==> config.mk <==
export PLATFORM = sky130hd
export DESIGN_NAME = player_move_capture
export DESIGN_NICKNAME = d
export VERILOG_FILES = /design/src/rtl/player_move_capture.sv
export SDC_FILE = /design/constraint.sdc
export NUM_CORES = 1
export LEC_CHECK = 0
export CAP_MARGIN = 40
export CORE_MARGIN = 2
export CORE_UTILIZATION = 61
export CTS_CLUSTER_DIAMETER = 100
export DETAILED_ROUTE_END_ITERATION = 12
export DONT_BUFFER_PORTS = 1
export GPL_TIMING_DRIVEN = 0
export PLACE_DENSITY = 0.84
export SYNTH_ARGS = -nofsm -noshare
export SYNTH_HDL_FRONTEND = slang
export SYNTH_SLANG_ARGS = --single-unit
==> constraint.sdc <==
create_clock -name board_clk -period 2.35 [get_ports board_clk]
set_input_delay 0 -clock board_clk [delete_from_list [all_inputs] [get_ports board_clk]]
set_output_delay 0 -clock board_clk [all_outputs]
set_load 0.01 [all_outputs]
==> src/rtl/player_move_capture.sv <==
// Commit-button and switch capture for a player move.
// Build option PMC_ONEHOT_EN selects one-hot coordinate decode.
module player_move_capture #(
    parameter int DEBOUNCE_CYCLES = 1_000_000,
    parameter int CNT_W           = 20,
    parameter int GRID_SIZE       = 11
) (
    input  logic       board_clk,
    input  logic       Reset,
    input  logic       btn_in,
    input  logic [7:0] row_sw,
    input  logic [7:0] col_sw,
    input  logic       move_ready,
    output logic       move_valid,
    output logic [3:0] move_row,
    output logic [3:0] move_col,
    output logic       move_reject,
    output logic       busy
);

    typedef enum logic [1:0] {
        IDLE,
        DB_PRESS,
        OFFER,
        WAIT_REL
    } state_t;

    localparam logic [CNT_W-1:0] CNT_LAST = CNT_W'(DEBOUNCE_CYCLES - 1);

`ifdef PMC_ONEHOT_EN
    localparam int OH_GRID = (GRID_SIZE > 8) ? 8 : GRID_SIZE;
`endif

    state_t           state_q, state_d;
    logic [CNT_W-1:0] cnt_q, cnt_d;
    logic             btn_m, btn_s;
    logic [7:0]       row_m, row_s;
    logic [7:0]       col_m, col_s;
    logic [4:0]       row_dec, col_dec;
    logic             move_legal;
    logic             latch_en;
    logic             reject_d, reject_q;

    // Returns {legal, coord} for one switch bank.
    function automatic logic [4:0] decode(input logic [7:0] sw);
        logic [3:0] idx;
        logic       ok;
`ifdef PMC_ONEHOT_EN
        idx = 4'd0;
        for (int i = 0; i < 8; i++) begin
            if (sw[i]) idx = 4'(i);
        end
        ok = $onehot(sw) && (int'(idx) < OH_GRID);
`else
        idx = sw[3:0];
        ok  = (sw[7:4] == 4'd0) && (int'(sw[3:0]) < GRID_SIZE);
`endif
        return {ok, idx};
    endfunction

    // Two-flop synchronisers on every asynchronous board input.
    always_ff @(posedge board_clk or posedge Reset) begin
        if (Reset) begin
            btn_m <= 1'b0;
            btn_s <= 1'b0;
            row_m <= 8'd0;
            row_s <= 8'd0;
            col_m <= 8'd0;
            col_s <= 8'd0;
        end else begin
            btn_m <= btn_in;
            btn_s <= btn_m;
            row_m <= row_sw;
            row_s <= row_m;
            col_m <= col_sw;
            col_s <= col_m;
        end
    end

    assign row_dec    = decode(row_s);
    assign col_dec    = decode(col_s);
    assign move_legal = row_dec[4] & col_dec[4];

    // State, counter, latched coordinate and reject pulse registers.
    always_ff @(posedge board_clk or posedge Reset) begin
        if (Reset) begin
            state_q  <= IDLE;
            cnt_q    <= '0;
            move_row <= 4'd0;
            move_col <= 4'd0;
            reject_q <= 1'b0;
        end else begin
            state_q  <= state_d;
            cnt_q    <= cnt_d;
            reject_q <= reject_d;
            if (latch_en) begin
                move_row <= row_dec[3:0];
                move_col <= col_dec[3:0];
            end
        end
    end

    // Next-state and counter logic; counter never passes CNT_LAST.
    always_comb begin
        state_d  = state_q;
        cnt_d    = cnt_q;
        latch_en = 1'b0;
        reject_d = 1'b0;
        unique case (state_q)
            IDLE: begin
                cnt_d = '0;
                if (btn_s) state_d = DB_PRESS;
            end
            DB_PRESS: begin
                if (!btn_s) begin
                    state_d = IDLE;
                    cnt_d   = '0;
                end else if (cnt_q == CNT_LAST) begin
                    cnt_d    = '0;
                    latch_en = 1'b1;
                    if (move_legal) begin
                        state_d = OFFER;
                    end else begin
                        reject_d = 1'b1;
                        state_d  = WAIT_REL;
                    end
                end else begin
                    cnt_d = cnt_q + 1'b1;
                end
            end
            OFFER: begin
                if (move_ready) begin
                    state_d = WAIT_REL;
                    cnt_d   = '0;
                end
            end
            WAIT_REL: begin
                if (btn_s) begin
                    cnt_d = '0;
                end else if (cnt_q == CNT_LAST) begin
                    state_d = IDLE;
                    cnt_d   = '0;
                end else begin
                    cnt_d = cnt_q + 1'b1;
                end
            end
            default: begin
                state_d = IDLE;
                cnt_d   = '0;
            end
        endcase
    end

    assign move_valid  = (state_q == OFFER);
    assign move_reject = reject_q;
    assign busy        = (state_q != IDLE);

endmodule

; Word level (Yosys, flattened, before mapping)
; Index checks and enable logic that the tools add are counted.
[op_classes]
n_addsub = 1
order_cmp = 2
eq_ne = 9
mux = 20
n_bitwise = 1
n_reduce_logical = 7
[ops]
columns = cell, n
row1 = two-way mux 20 bit, 4
row2 = one-hot mux 20 bit (4 select lines), 1
row3 = adder 20 x 1 -> 20 bit (second input constant), 1
row4 = equality test 20 bit (second input constant), 1
row5 = two-way mux 2 bit, 6
row6 = logical NOT 4 bit, 2
row7 = < comparator 4 bit (second input constant), 2
row8 = two-way mux 1 bit, 8
row9 = != test 2 bit (second input constant), 4
row10 = one-hot mux 2 bit (4 select lines), 1
row11 = AND reduction 5 bit, 1
row12 = equality test 2 bit (second input constant), 2
row13 = != test 3 bit (second input constant), 1
row14 = equality test 2 x 1 -> 1 bit (second input constant), 1
row15 = logical AND 1 bit, 2
row16 = logical NOT 2 bit, 1
row17 = nonzero test 2 bit, 1
row18 = AND 1 bit, 1
[word_totals]
register_bits = 65
inputBits = 20
out_inout_bits = 11

; Longest topological paths before layout
[logic_depth]
word_depth = 7
ltp_mapped = 7

; Least setup slack after synthesis
; Ideal clock, no wire load.
[synth_path]
path_type = reg-to-reg
start = register cnt_q[7]
end = register cnt_q[7]
setup_ps = 121
arrival_time_ps = 1831
t_required_ps = 2229
path_slack_ps = 398
path_stages_with_launch = 7
path_buffers = 1
period_less_slack_ps = 1952
cell_sequence = dfrtp_1 > or4_1 > nor3_2 > a31o_2 > buf_2 > o21ai_0 > a22o_2
[synth_via]
elab_chain_cells = 4
word_cells_on_any_way = 6
classes_between = 1 x add/sub / 1 x eq/ne / 4 x mux
[synth_lines]
columns = item, line_no
row1 = from (decl), 35  ; logic [CNT_W-1:0] cnt_q, cnt_d;
row2 = from (signal assigned), 94  ; cnt_q <= cnt_d;
row3 = adder 20 x 1 -> 20 bit / equality test 20 bit (equally long branches), -
row4 = two-way mux 20 bit *, "118, 140"
row5 = "two-way mux 20 bit, on equally long branches", "138, 115"
row6 = one-hot mux 20 bit (4 select lines) *, 109  ; unique case (state_q)
; Every way passes the cells marked *; elsewhere a longest branch is shown, timed or not.
; A chain may end at the register's enable or synchronous reset.

; Final worst setup path
[layout_path]
start = register cnt_q[10]
end = register move_row[0]
[layout_via]
elab_chain_cells = 4
[layout_lines]
columns = item, line_no
row1 = equality test 20 bit, 118  ; end else if (cnt_q == CNT_LAST) begin
row2 = two-way mux 1 bit, 118
row3 = two-way mux 1 bit, 115  ; if (!btn_s) begin
row4 = two-way mux 1 bit, 109
row5 = to (signal assigned), 97  ; move_row <= row_dec[3:0];
row6 = to (decl), 15  ; output logic [3:0] move_row,
; Every way passes these cells.

==> results.txt <==
In this run, CTS created clock tree buffers numbering 9. The logs give 0.629 for the starting utilization of the core area and 23 for the number of cell rows. The die is 67.7 um tall. The worst stage delay on the critical path is 0.69 ns. Launching element type of the critical path: a flop. The worst setup path is captured at a flop. The synthesis warning total is 0, and the detailed-route wire length per cell is 17.0 um. The HPWL after detailed placement is 3180 um. The average instance area after synthesis works out to 12.2 um^2.

The run gives 0.0531 ns as the worst path setup slack after routing. 0 antenna diodes ended up in the layout. Setup violations remaining at the end of the flow were counted as 0.

From left edge to right edge, the die measures 67.7 um. Compared with the post-synthesis result, the final layout area differs by 19.9%. Setup repair after global routing left no endpoint under its margin. For the final database, setup skew stands at 0.00858 ns. By count the netlist is led by dfrtp_1 (65), nand2_1 (16), nor2_1 (12), o21ai_0 (12). The first global-routing pass estimated 7810 um of wire. The critical path startpoint was cnt_q[10]. The tool flagged a number of max-cap violations equal to 0. The number of vias per cell after detailed routing works out to 5.98.

The number of distinct library cells after synthesis is 39, and the routed via count is 1745. The tools report the via count of the first global-routing pass as 1679. Root cell of the clock tree: clkbuf_8. The fraction of synthesized cell area taken by the top area cell type was 0.656. Clock-pin slew was measured on the worst setup and hold paths at 0.07 ns. The number of register bits inferred by synthesis is 65. In this run the worst path has a maximum fanout of 9. STA puts the critical path data required time at 2.56 ns. The clock drives 65 sinks.

Initial DRC count: 194. For this design the ratio of total power to cell area is 696 nW/um^2. The logs give 2.50 ns for the data arrival time at the worst-slack endpoint and 3940 um^2 for the total core area.

Counting buffers and inverters, the worst setup path is 5 cells deep. The final critical-path required period came out at 2.30 ns. The run gives 0.871 as the weighted congestion at the end of routability-driven global placement. Initial antenna violation count: 0.

The wire length reported by the detailed router is 4970 um. Summed over all instances, the cell type with the most area after synthesis is dfrtp_1. The count of buffers added on input and output ports is 0. The kind of cell with the highest combined delay along the critical path is simple AND/OR/NAND/NOR gates. The fraction of final layout cells with drive strength greater than 1 is 0.174. The tools report the final-report hold violation count as 0.

IR analysis of the VDD net gives a maximum drop of 0.636 mV. 31 I/O pins were placed. The worst hold path begins at move_ready. The worst path buffer plus inverter count is 1, and the post-placement worst setup slack is 0.0298 ns. The critical path in this run is classified as flop to flop. The count of flip-flops with a built-in enable after synthesis works out to 0.

For the pin with the worst max-slew slack, the measured transition is 0.728 ns. The run gives 0.656 as the sequential cell area fraction in the yosys report. The class of the tightest hold or removal check was primary input to flop.

The setup TNS after final layout was 0 ns. Synthesis produced 204 cells. TritonCTS built the clock tree. After synthesis, the cell types taking the most area are dfrtp_1 (66%), mux2_2 (4.1%), o21ai_0 (2.4%). The first TritonRoute pass finished after 4 iterations. The startpoint of the worst-slack reg-to-reg timing path was cnt_q[10].

The run finished with clean final reports. The relative max-transition margin was 0.510. The die covers 4590 um^2.

The logs give 0 for the number of antenna-violating nets in the routed design and 0 for the max-slew violation count. The signal on the critical path passes through clkbuf_1 > nor4_1 > and3_2 > nand4_4 > mux2_2. The share of synthesized registers carrying an async set or reset was 1.00; the global routing usage summed across all routing layers was 0.250. Derived from the worst setup path, the maximum achievable clock frequency is 435 MHz. The number of cells on the worst hold path is 3, and the leftover overflow at the end of global routing is 0.

Among all stages on the critical path, the largest delay is contributed by nor4_1. The cell area that synthesis handed to floorplanning was 2480 um^2. The run gives 0.33 ns as the insertion delay of the later-clocked pin in the worst-skew pair.

The largest net degree at the start of global routing was 41; the share of the cycle needed by the critical path after routing was 0.977. The leakage dissipation is 1.29 nW, and the maximum level of the CTS H-tree is 3. The number of buffers on the longest clock path came out at 2.

For this run, design rule violations remaining after detail routing come to 0. The final core area utilization was 0.754. The number of nets in the finished design is 258, and the number of nets in the synthesized netlist is 225.

The length in cells of the worst reg-to-reg path was 5. The top flip-flop cell by instance count after synthesis was dfrtp_1. The library cell with the highest instance count after synthesis was dfrtp_1.
-- worst register-to-register path: stages (launching register included) --
cell	delay, ns
dfrtp_1	0.37
clkbuf_1	0.19
nor4_1	0.69
and3_2	0.34
nand4_4	0.21
mux2_2	0.36
-- cell families (layout without fill, tap and decap cells) --
family	after synthesis	in the layout	synth area share
AO/OA/AOI/OAI	42	42	0.109
XOR/XNOR	3	3	0.0106
adder cells (fa/ha/maj)	1	1	0.00505
buffers and inverters	12	50	0.0197
flip-flops	65	65	0.656
multiplexers	10	10	0.0449
AND/OR/NAND/NOR	71	71	0.155
-- sequential cells by signal (all words and copies together) (netlist names), named ones only --
signal,cells
move_reject,1
move_row,4
col_s,8
btn_s,1
state_q,1
btn_m,1
col_m,8
row_m,8
cnt_q,20
row_s,8
move_col,4
-- layer usage --
metal  GRT usage  wire (um)
met1       0.315       2070
met5           0          0
met4       0.163         98
met3      0.0650        274
met2       0.382       2530
-- through the flow --
step	instances	total power, mW	hold slack, ns	instance area, um^2
after CTS	291	2.09	0.0512	2940
after detailed placement	256	1.24	-0.0317	2570
final	292	2.07	0.0698	2970
after global placement	254	1.23	0.0315	2540
after floorplan	204	1.22	0.0314	2480
after global routing	292	2.15	0.0822	2970
-- layout by cell type, fill, tap and decap left out, types with 3 or more instances in the layout --
cell type      netlist  routed
buf_2                3       3
clkbuf_8             0       9
and3_1               3       3
nor3_1               7       5
nand4_1              7       7
clkinvlp_4           0       3
dfrtp_1             65      65
clkbuf_1             3       3
a31oi_1              7       6
dlygate4sd3_1        0      19
o21ai_0             12      12
nor2_1              12      12
nor2b_1              3       3
xor2_1               3       3
nor4_1               3       3
inv_1                6       5
nand2_1             16      16
mux2_2               9       9
nand3_1              9       9
a22o_1               4       4
a21oi_1              9       9
-- worst paths after layout --
kind,end,slack (ns)
worst max-delay path,move_row[0],0.05
worst min-delay path,cnt_q[9],0.07
worst max register to register,move_row[0],0.05
worst min register to register,row_s[5],0.35
max in group asynchronous,cnt_q[5],1.58
min in group asynchronous,row_s[1],0.18
-- layout make-up --
cell class | instances | area (um^2)
repair buffers | 22 | 225
plain buffers | 6 | 26.3
clock buffers | 9 | 124
clock inverters | 7 | 53.8
well taps | 50 | 62.6
flip-flops and latches | 65 | 1630
fillers | 227 | 970
multi-input cells | 127 | 832
inverters | 6 | 22.5
-- timing repair --
action,4_1_cts,5_1_grt
hold buffers,19,0
buffers inserted,0,1
gates resized for setup,0,5
endpoints found under the setup margin,0,25
endpoints found under the hold margin,44,0
-- report_power, final --
| part | switching (mW) | internal (mW) |
|---|---|---|
| Sequential | 0.0130 | 1.15 |
| Clock | 0.434 | 0.388 |
| Combinational | 0.0478 | 0.0370 |
Note: power is estimated with default switching activity, not from simulation.
